===== config.mk =====
export PLATFORM = sky130hd
export DESIGN_NAME = fetch_prefetch_buffer
export DESIGN_NICKNAME = d
export VERILOG_FILES = /design/src/rtl/fetch_prefetch_buffer.sv
export SDC_FILE = /design/constraint.sdc
export NUM_CORES = 1
export LEC_CHECK = 0
export BUFFER_PORTS_ARGS = -buffer_cell sky130_fd_sc_hd__buf_2
export CAP_MARGIN = 20
export CORE_ASPECT_RATIO = 1.25
export CORE_MARGIN = 4
export CORE_UTILIZATION = 45
export DETAILED_ROUTE_END_ITERATION = 12
export HOLD_SLACK_MARGIN = 0.06
export PLACE_DENSITY = 0.75
export SYNTH_ARGS = -nofsm -noshare
export SYNTH_HDL_FRONTEND = slang
export SYNTH_SLANG_ARGS = --single-unit

===== constraint.sdc =====
create_clock -name clk -period 4.5 [get_ports clk]
set_clock_uncertainty 0.2 [all_clocks]
set_input_delay 1.125 -clock clk [delete_from_list [all_inputs] [get_ports clk]]
set_output_delay 1.125 -clock clk [all_outputs]
set_load 0.01 [all_outputs]

===== src/rtl/fetch_prefetch_buffer.sv =====
// Instruction-fetch front end: sequential requests to a variable-latency IMEM, returned words queued with their PCs.
// Optional FETCH_PERF_CNT_EN adds starvation and dropped-response counters.
module fetch_prefetch_buffer #(
  parameter int unsigned DEPTH     = 4,
  parameter logic [31:0] RESET_PC  = 32'h0000_0000,
  parameter logic [31:0] NOP_INSTR = 32'h0000_7033
) (
  input  logic        clk,
  input  logic        reset,
  input  logic        redirect,
  input  logic [31:0] redirect_pc,
  input  logic        stall,
  output logic        out_valid,
  output logic [31:0] out_pc,
  output logic [31:0] out_instruction,
  output logic        mem_req_valid,
  input  logic        mem_req_ready,
  output logic [31:0] mem_req_addr,
  input  logic        mem_rsp_valid,
  input  logic [31:0] mem_rsp_data
`ifdef FETCH_PERF_CNT_EN
  ,
  output logic [31:0] starve_cycles,
  output logic [31:0] discard_count
`endif
);

  localparam int unsigned PW = $clog2(DEPTH);
  localparam int unsigned CW = PW + 1;

  typedef logic [PW-1:0] ptr_t;
  typedef logic [CW-1:0] cnt_t;
  typedef logic [CW:0]   sum_t;

  typedef struct packed {
    logic [31:0] pc;
    logic [31:0] instr;
  } entry_t;

  entry_t      fifo_mem [DEPTH];
  ptr_t        rd_ptr;
  ptr_t        wr_ptr;
  cnt_t        occupancy;
  cnt_t        outstanding;
  cnt_t        discard_cnt;
  logic [31:0] fetch_pc;
  logic [31:0] tail_pc;
  logic [31:0] redirect_target;
  logic        req_fire;
  logic        rsp_take;
  logic        drop;
  logic        push;
  logic        pop;

  assign redirect_target = redirect_pc & 32'hFFFF_FFFC;

  // Credits cover both buffered words and words still in flight, so a response always has a slot.
  assign mem_req_valid = reset && !redirect &&
                         ((sum_t'(occupancy) + sum_t'(outstanding)) < sum_t'(DEPTH));
  assign mem_req_addr  = fetch_pc;
  assign req_fire      = mem_req_valid && mem_req_ready;

  // Responses with nothing outstanding belong to requests issued before reset and are ignored.
  assign rsp_take = mem_rsp_valid && (outstanding != '0);
  assign drop     = rsp_take && (redirect || (discard_cnt != '0));
  assign push     = rsp_take && !drop;

  assign out_valid       = (occupancy != '0);
  assign pop             = out_valid && !stall && !redirect;
  assign out_pc          = out_valid ? fifo_mem[rd_ptr].pc    : 32'h0;
  assign out_instruction = out_valid ? fifo_mem[rd_ptr].instr : NOP_INSTR;

  // NOTE: state is updated with non-blocking assignments so every register samples pre-edge values.
  always_ff @(posedge clk or negedge reset) begin
    if (!reset) begin
      fetch_pc    <= RESET_PC;
      tail_pc     <= RESET_PC;
      rd_ptr      <= '0;
      wr_ptr      <= '0;
      occupancy   <= '0;
      outstanding <= '0;
      discard_cnt <= '0;
    end else begin
      outstanding <= outstanding + cnt_t'(req_fire) - cnt_t'(rsp_take);
      if (redirect) begin
        fetch_pc    <= redirect_target;
        tail_pc     <= redirect_target;
        rd_ptr      <= '0;
        wr_ptr      <= '0;
        occupancy   <= '0;
        // Everything still in flight after this cycle is stale; recomputed, never accumulated.
        discard_cnt <= outstanding - cnt_t'(rsp_take);
      end else begin
        if (req_fire) fetch_pc <= fetch_pc + 32'd4;
        if (drop) discard_cnt <= discard_cnt - cnt_t'(1);
        if (push) begin
          tail_pc <= tail_pc + 32'd4;
          wr_ptr  <= wr_ptr + ptr_t'(1);
        end
        if (pop) rd_ptr <= rd_ptr + ptr_t'(1);
        occupancy <= occupancy + cnt_t'(push) - cnt_t'(pop);
      end
    end
  end

  // NOTE: the storage array has no reset; occupancy gates every read, so stale contents are never visible.
  always_ff @(posedge clk) begin
    if (push) fifo_mem[wr_ptr] <= '{pc: tail_pc, instr: mem_rsp_data};
  end

`ifdef FETCH_PERF_CNT_EN
  always_ff @(posedge clk or negedge reset) begin
    if (!reset) begin
      starve_cycles <= 32'h0;
      discard_count <= 32'h0;
    end else begin
      if (!out_valid && !redirect) starve_cycles <= starve_cycles + 32'd1;
      if (drop) discard_count <= discard_count + 32'd1;
    end
  end
`endif

  a_no_push_when_full: assert property (@(posedge clk) disable iff (!reset)
    push |-> (occupancy < cnt_t'(DEPTH)));

endmodule


==> results of run 1 <==
critical path, delay by kind of cell (launching register included):
kind | cells | cell delay (ns)
mux | 1 | 0.34
flops | 1 | 0.83
buf+inv | 2 | 0.51
simple gates | 1 | 0.28
state kept, by name (all words and copies together), names as in the netlist:
name / cells
occupancy: 3
wr_ptr: 2
outstanding: 3
tail_pc: 30
fifo_mem: 248
discard_cnt: 3
mem_req_addr: 30
rd_ptr: 2
path summary, 6_finish.rpt:
path | start | endpoint | cells past startpoint
setup / recovery | rd_ptr[1] | out_instruction[13] | 4
hold / removal | mem_req_addr[19] | mem_req_addr[19] | 1
setup reg to reg | occupancy[1] | occupancy[2] | 10
hold reg to reg | mem_req_addr[19] | mem_req_addr[19] | 1
max in group asynchronous | reset | rd_ptr[0] | 3
min in group asynchronous | reset | mem_req_addr[22] | 2
synthesized netlist by cell type, types with 3 or more instances:
| cell type | instances | area (sq um) |
|---|---|---|
| sky130_fd_sc_hd__a21oi_1 | 3 | 15.0 |
| sky130_fd_sc_hd__a31oi_1 | 6 | 37.5 |
| sky130_fd_sc_hd__and2_1 | 3 | 18.8 |
| sky130_fd_sc_hd__and3_1 | 15 | 93.8 |
| sky130_fd_sc_hd__and4_1 | 5 | 43.8 |
| sky130_fd_sc_hd__buf_2 | 7 | 35.0 |
| sky130_fd_sc_hd__buf_4 | 5 | 37.5 |
| sky130_fd_sc_hd__clkbuf_1 | 32 | 120 |
| sky130_fd_sc_hd__dfrtp_1 | 73 | 1830 |
| sky130_fd_sc_hd__edfxtp_1 | 248 | 7450 |
| sky130_fd_sc_hd__ha_1 | 16 | 200 |
| sky130_fd_sc_hd__inv_1 | 22 | 82.6 |
| sky130_fd_sc_hd__mux4_2 | 62 | 1400 |
| sky130_fd_sc_hd__nand2_1 | 65 | 244 |
| sky130_fd_sc_hd__nand3_1 | 31 | 155 |
| sky130_fd_sc_hd__nand4_1 | 27 | 169 |
| sky130_fd_sc_hd__nor2_1 | 28 | 105 |
| sky130_fd_sc_hd__nor2b_1 | 59 | 369 |
| sky130_fd_sc_hd__nor3_1 | 7 | 35.0 |
| sky130_fd_sc_hd__nor4_1 | 6 | 37.5 |
| sky130_fd_sc_hd__o211ai_1 | 16 | 120 |
| sky130_fd_sc_hd__o21ai_0 | 40 | 200 |
| sky130_fd_sc_hd__o21ai_1 | 6 | 30.0 |
| sky130_fd_sc_hd__o311ai_0 | 9 | 78.8 |
| sky130_fd_sc_hd__or2_2 | 8 | 50.1 |
| sky130_fd_sc_hd__or4_1 | 3 | 22.5 |
| sky130_fd_sc_hd__xnor2_1 | 20 | 175 |
| sky130_fd_sc_hd__xor2_1 | 20 | 175 |
stage by stage:
step / util / setup slack [ns] / cell area, sq um
3_3_place_gp: 0.500 / 1.09 / 15000
5_1_grt: 0.533 / 0.564 / 16100
4_1_cts: 0.533 / 0.617 / 16100
3_5_place_dp: 0.500 / 1.07 / 15000
2_1_floorplan: - / 0.630 / 13700
6_report: 0.533 / 0.681 / 16100
placed cells by master (no fill, tap or decap), types with 20 or more instances in the layout:
cell type	Yosys	routed
sky130_fd_sc_hd__buf_2	7	161
sky130_fd_sc_hd__clkbuf_16	0	29
sky130_fd_sc_hd__dfrtp_1	73	71
sky130_fd_sc_hd__edfxtp_1	248	248
sky130_fd_sc_hd__inv_1	22	22
sky130_fd_sc_hd__mux4_2	62	62
sky130_fd_sc_hd__nand2_1	65	65
sky130_fd_sc_hd__nand3_1	31	31
sky130_fd_sc_hd__nand4_1	27	27
sky130_fd_sc_hd__nor2_1	28	28
sky130_fd_sc_hd__nor2b_1	59	59
sky130_fd_sc_hd__o21ai_0	40	40
sky130_fd_sc_hd__xnor2_1	20	20
sky130_fd_sc_hd__xor2_1	20	20
cell type report:
class / count / area [sq um]
clock buffers: 42 / 855
clock inverters: 11 / 154
fillers: 2456 / 14100
inverters: 23 / 86.3
multi-input cells: 490 / 4160
flip-flops and latches: 321 / 9280
well taps: 401 / 502
repair buffers: 180 / 1020
cells by family (layout without fill, tap and decap cells):
| group | after synthesis | count (layout) |
|---|---|---|
| buffers and inverters | 69 | 256 |
| muxes | 64 | 64 |
| xor gates and xnor gates | 40 | 40 |
| other | 1 | 4 |
| AOI/OAI and AO/OA | 85 | 85 |
| adders and majority gates | 18 | 18 |
| DFF | 321 | 321 |
| and+or+nand+nor | 279 | 279 |
routing by layer:
metal | up-vias | share of wire
li1 | 3698 | -
met1 | 4050 | 0.42
met2 | 295 | 0.50
met3 | 37 | 0.063
met4 | 0 | 0.018
met5 | - | 0
power breakdown:
group | internal [uW] | switching [uW] | leakage (uW)
combinational | 919 | 1030 | 0.00215
clock | 1540 | 1020 | 0.000494
sequential | 3400 | 218 | 0.00313
total | 5850 | 2280 | 0.00577
==> impl_results.rst, run 1 <==
.. list-table::
   :header-rows: 1

   * - Metric
     - Value
   * - Distinct cells, synth
     - 53
   * - Xor-xnor portion of the synthesized cell area
     - 0.0255
   * - Maximum clock frequency
     - 262 MHz
   * - Required time at the worst-slack endpoint
     - around 3.2 ns
   * - Die area
     - 0.0333 sq mm
   * - Final Hold Violating Endpoints
     - 0
   * - GRT Residual Overflow
     - 0
   * - First-pass GRT wire length
     - between 40000 and 50000 microns
   * - Cell area after technology mapping
     - between 0.01 and 0.015 sq mm
   * - Remaining routing DRC violations
     - 0
   * - Starting density of the core
     - 0.455
   * - Synth Flop Type
     - sky130_fd_sc_hd__edfxtp_1
   * - Shortest clock period the worst path allows after layout
     - roughly 3.8 ns
   * - Post-CTS Hold Buffers
     - 0
   * - Skew-Pair Late Insertion Delay
     - about 0.53 ns
   * - Worst setup slack for register-to-register paths
     - between 1.5 and 2 ns
   * - Biggest fanout along the worst timing path
     - 25
   * - Vertical extent of the die
     - 203 microns
   * - H-tree Lvls
     - 1
   * - Setup-violating endpoint count in the final report
     - 0
   * - Number of synthesized flops with an enable pin
     - 248
   * - Sum Neg Setup Slack
     - 0 ns
   * - Complex-gate fraction of the synthesized area
     - 0.0384
   * - Slew @ Worst Pin
     - about 0.82 ns
   * - Register bit total from synthesis
     - about 320
   * - GP Congestion
     - 0.844
   * - Root Driver
     - sky130_fd_sc_hd__clkbuf_16
   * - Clock Sinks
     - 321
   * - GR Util met2
     - 0.297
   * - Post-CTS resize count
     - 0
   * - Overall Global Routing Usage
     - 0.175
   * - Routed Wire Length
     - a little under 30000 microns
   * - Proportion of synthesized area in mux cells
     - 0.103
   * - Setup crit end kind
     - output port
   * - GR met3 Demand/Resource
     - 0.0241
   * - Sequential-to-total area share from yosys stat
     - 0.676
   * - Layer with the highest usage
     - met2
   * - Slew HR
     - 0.451
   * - Post-synth ARST share
     - 0.227
   * - Layout Area Growth over Synthesis
     - 17.1%
   * - Number of placed instances with taps included
     - 1415
   * - Post-DR wirelength/cell
     - 19.6 microns
   * - Diodes inserted
     - 0
   * - # IOs
     - around 170
   * - Final Instance Count excl. Fillers
     - roughly 1500
   * - M1 GR Usage
     - 0.239
   * - Syn_area_per_cell
     - approximately 16 sq um
   * - Final-layout worst hold slack
     - around 0.33 ns
   * - Post-Synth Adder-Cell Area
     - 0.0175
   * - HPWL reported at the end of detailed placement
     - approximately 19000 microns
   * - RSZ-0062 raised after global routing
     - no
   * - Residual antenna-violating net count after detailed routing
     - 0
   * - Number of design-rule violations left by the first detailed-router iteration
     - ~730
   * - Pleak
     - 0.00577 uW
   * - Status
     - completed
   * - Pins Over Slew Limit
     - 0
   * - Fraction of the cycle the final worst path needs
     - 0.849
   * - CP arrival
     - about 2.5 ns
   * - Total setup buffers inserted after CTS
     - 0
   * - Detailed-route vias per instance
     - between 5 and 6
   * - Count of maximum capacitance violations
     - 0
   * - Placeable core region
     - 0.0301 sq mm
   * - Via count of the first global-routing pass
     - 8278
   * - PnR Total Power
     - just over 8000 uW
   * - Cell with the biggest individual delay on the critical path
     - sky130_fd_sc_hd__dfrtp_2
   * - Total power divided by cell area
     - approximately 510 mW/mm^2
   * - Simple-gate share of the synthesized area
     - 0.116
   * - Number of rows created at floorplan
     - 71
   * - Fraction of layout instances using a drive strength above 1
     - 0.296
   * - Worst voltage drop across the vdd grid
     - approximately 0.27 mV
   * - CTS tree
     - built
   * - Number of antenna violations at the first check in global routing
     - 0
   * - Type of the most critical hold path
     - reg -> reg
   * - Number of search-and-repair iterations in the first detailed-routing pass
     - 5
   * - Register clock-pin slew on the reported worst setup and hold paths
     - ~0.070 ns
   * - CP Launch Type
     - flop
   * - Maximum cell stage delay along the critical path
     - 0.83 ns
   * - Largest family of logic cells by synthesized area
     - simple AND/OR/NAND/NOR gates
   * - Worst setup path category
     - reg -> out
   * - Synthesized instance count
     - between 800 and 900
   * - Number of buffers created by CTS
     - 29
   * - Maximum number of pins on one net before global-route repair
     - between 60 and 70
   * - Total via count in the routed design
     - slightly above 8000
   * - Net total in the final layout
     - 1133
   * - Cells along the critical path
     - buf_4 -> mux4_2 -> or2_2 -> buf_2
   * - Die W
     - 164 microns
   * - Yosys warning count
     - 0
   * - Max clock buf depth
     - 3
   * - I/O Buffers
     - 161
Power figures use the tool's default switching activity.
==> run 2, diff against run 1 <==
--- a/config.mk
+++ b/config.mk
@@ -12,7 +12,7 @@
 export CORE_UTILIZATION = 45
 export DETAILED_ROUTE_END_ITERATION = 12
 export HOLD_SLACK_MARGIN = 0.06
-export PLACE_DENSITY = 0.75
+export PLACE_DENSITY = 0.78
 export SYNTH_ARGS = -nofsm -noshare
 export SYNTH_HDL_FRONTEND = slang
 export SYNTH_SLANG_ARGS = --single-unit
==> constraint.sdc (replaced) <==
create_clock -name clk -period 3.31 [get_ports clk]
set_clock_uncertainty 0.2 [all_clocks]
set_input_delay 0.8275 -clock clk [delete_from_list [all_inputs] [get_ports clk]]
set_output_delay 0.8275 -clock clk [all_outputs]
set_load 0.01 [all_outputs]
==> impl_results.rst, run 2 (synthesis gave the netlist of run 1 again) <==
.. list-table::
   :header-rows: 1

   * - Metric
     - Value
   * - Number of antenna violations at the first check in global routing
     - 0 (unchanged)
   * - Post-DR wirelength/cell
     - 19.1 microns (-2.9%)
   * - Slew HR
     - 0.533 (+0.0826)
   * - Number of search-and-repair iterations in the first detailed-routing pass
     - 5 (unchanged)
   * - # IOs
     - 168 (unchanged)
   * - Placeable core region
     - 0.0301 sq mm (unchanged)
   * - Detailed-route vias per instance
     - 5.51 (+0.16%)
   * - Root Driver
     - sky130_fd_sc_hd__clkbuf_16
   * - HPWL reported at the end of detailed placement
     - 17900 microns (-3.7%)
   * - GRT Residual Overflow
     - 0 (unchanged)
   * - Register clock-pin slew on the reported worst setup and hold paths
     - 0.06 ns (about the same)
   * - Skew-Pair Late Insertion Delay
     - 0.56 ns (+0.03 ns)
   * - Final-layout worst hold slack
     - 0.169 ns (-0.164 ns)
   * - GP Congestion
     - 0.842 (-0.20%)
   * - Remaining routing DRC violations
     - 0 (unchanged)
   * - Overall Global Routing Usage
     - 0.169 (-0.00515)
   * - Number of design-rule violations left by the first detailed-router iteration
     - 660 (-9.3%)
   * - Commonest non-fill, non-tap cell in the layout
     - sky130_fd_sc_hd__edfxtp_1
   * - Worst voltage drop across the vdd grid
     - 0.389 mV (+43%)
   * - I/O Buffers
     - 161 (unchanged)
   * - Shortest clock period the worst path allows after layout
     - 3.22 ns
   * - CP arrival
     - 2.19 ns (-0.30 ns)
   * - Residual antenna-violating net count after detailed routing
     - 0 (unchanged)
   * - CTS tree
     - built
   * - Via count of the first global-routing pass
     - 8305 (+0.33%)
   * - Biggest fanout along the worst timing path
     - 15 (-40%)
   * - Sequential cell area
     - 0.00928 sq mm (unchanged)
   * - Biggest register
     - fifo_mem
   * - Total via count in the routed design
     - 8126 (+0.57%)
   * - Sum Neg Setup Slack
     - 0 ns (unchanged)
   * - Diodes inserted
     - 0 (unchanged)
   * - Filler Cells Inserted
     - 2417 (-1.6%)
   * - Footprint of the multi-input gates
     - 0.00417 sq mm (+0.18%)
   * - Maximum clock frequency
     - slightly above 300 MHz
   * - Die area
     - 0.0333 sq mm (unchanged)
   * - Total power divided by cell area
     - 692 mW/mm^2 (+37%)
   * - Setup crit end kind
     - output port
   * - Number of placed instances with taps included
     - 1417 (+0.14%)
   * - First-pass GRT wire length
     - 44700 microns (-2.6%)
   * - Required time at the worst-slack endpoint
     - 2.28 ns (-0.89 ns)
   * - Slew @ Worst Pin
     - 0.694 ns (-0.122 ns)
   * - Clock Sinks
     - 321 (unchanged)
   * - Type of the most critical hold path
     - in -> async
   * - H-tree Lvls
     - 1 (unchanged)
   * - Status
     - completed
   * - Layout Area Growth over Synthesis
     - 17.9%
   * - Die W
     - 164 microns (unchanged)
   * - Number of flip-flops under the largest register name
     - 248 (unchanged)
   * - CP Launch Type
     - flop
   * - RSZ-0062 raised after global routing
     - yes
   * - Pleak
     - 0.00581 uW (+0.60%)
   * - Count of maximum capacitance violations
     - 0 (unchanged)
   * - Net total in the final layout
     - 1137 (+0.35%)
   * - Routed Wire Length
     - 28100 microns (-2.5%)
   * - Fraction of the cycle the final worst path needs
     - 0.973
   * - Starting density of the core
     - 0.455 (unchanged)
   * - Fraction of layout instances using a drive strength above 1
     - 0.295 (-0.00166)
   * - Final Instance Count excl. Fillers
     - 1474 (+0.41%)
   * - Post-CTS Hold Buffers
     - 0 (unchanged)
   * - Pins Over Slew Limit
     - 0 (unchanged)
   * - Max clock buf depth
     - 3 (unchanged)
   * - Number of buffers created by CTS
     - 31 (+6.9%)
   * - Setup-violating endpoint count in the final report
     - 0 (unchanged)
   * - Final Hold Violating Endpoints
     - 0 (unchanged)
   * - Commonest cells after routing, fill and taps aside
     - 248 x sky130_fd_sc_hd__edfxtp_1, 158 x sky130_fd_sc_hd__buf_2, 71 x sky130_fd_sc_hd__dfrtp_1
   * - Number of rows created at floorplan
     - 71 (unchanged)
   * - PnR Total Power
     - 11200 uW (+38%)
   * - Maximum number of pins on one net before global-route repair
     - 66 (unchanged)
   * - Vertical extent of the die
     - 203 microns (unchanged)
   * - Worst setup path category
     - reg -> out
run 2: changes by cell type in the layout (fill, tap and decap cells not counted), moves of 3 or more:
| cell | change |
|---|---|
| sky130_fd_sc_hd__or2_2 | -3 |
| sky130_fd_sc_hd__buf_6 | +4 |
| sky130_fd_sc_hd__buf_2 | -3 |
| sky130_fd_sc_hd__clkinv_1 | +7 |
| sky130_fd_sc_hd__or2_4 | +3 |
| sky130_fd_sc_hd__clkbuf_8 | -8 |
run 2: worst max-delay path: stages (launching register included):
cell and delay, ns:
sky130_fd_sc_hd__dfrtp_4 0.47, sky130_fd_sc_hd__buf_8 0.22, sky130_fd_sc_hd__mux4_2 0.52, sky130_fd_sc_hd__or2_2 0.29, sky130_fd_sc_hd__buf_2 0.14
run 2: report_power, final:
part | switching [uW] | internal, uW | leakage, uW
Combinational | 1440 | 1340 | 0.00219
Clock | 1420 | 2100 | 0.000490
Sequential | 264 | 4620 | 0.00313
run 2: repair_timing:
action	CTS	global route
resized for setup	3	6
buffers inserted	0	0
endpoints found under the setup margin	4	6
run 2: stage by stage:
stage / instance area [sq um] / util / setup slack, ns
after detailed placement: 15100 / 0.501 / 0.346
final: 16200 / 0.537 / 0.0892
after global routing: 16200 / 0.537 / -0.00525
after CTS: 16100 / 0.536 / 0.00471
after floorplan: 13700 / - / 0.325
after global placement: 15100 / 0.501 / 0.294
run 2: layer usage:
layer  global-route usage  vias to the layer above  wire [microns]
li1                     -                     3709               -
met1                0.226                     4097           11500
met2                0.291                      266           14100
met3               0.0239                       54            1800
met4               0.0488                        0             690
met5                    0                        -               0
run 2: worst paths after layout:
path	startpoint	end	slack (ns)	cells after the start
min in group clk	mem_rsp_data[6]	fifo_mem[0][6]	0.29	1
worst max-delay path	rd_ptr[0]	out_instruction[5]	0.09	4
worst min-delay path	reset	mem_req_addr[21]	0.17	2
worst max register to register	discard_cnt[0]	occupancy[2]	0.61	13
max in group asynchronous	reset	rd_ptr[0]	1.70	3
worst min register to register	mem_req_addr[25]	mem_req_addr[25]	0.34	1
run 2: area by class of cell:
type	count	area share
Clock buffer	35	0.0489
Inverter	23	0.00534
Multi-Input combinational cell	490	0.258
Clock inverter	22	0.0147
Sequential cell	321	0.574
Tap cell	401	0.0310
Timing Repair Buffer	182	0.0681
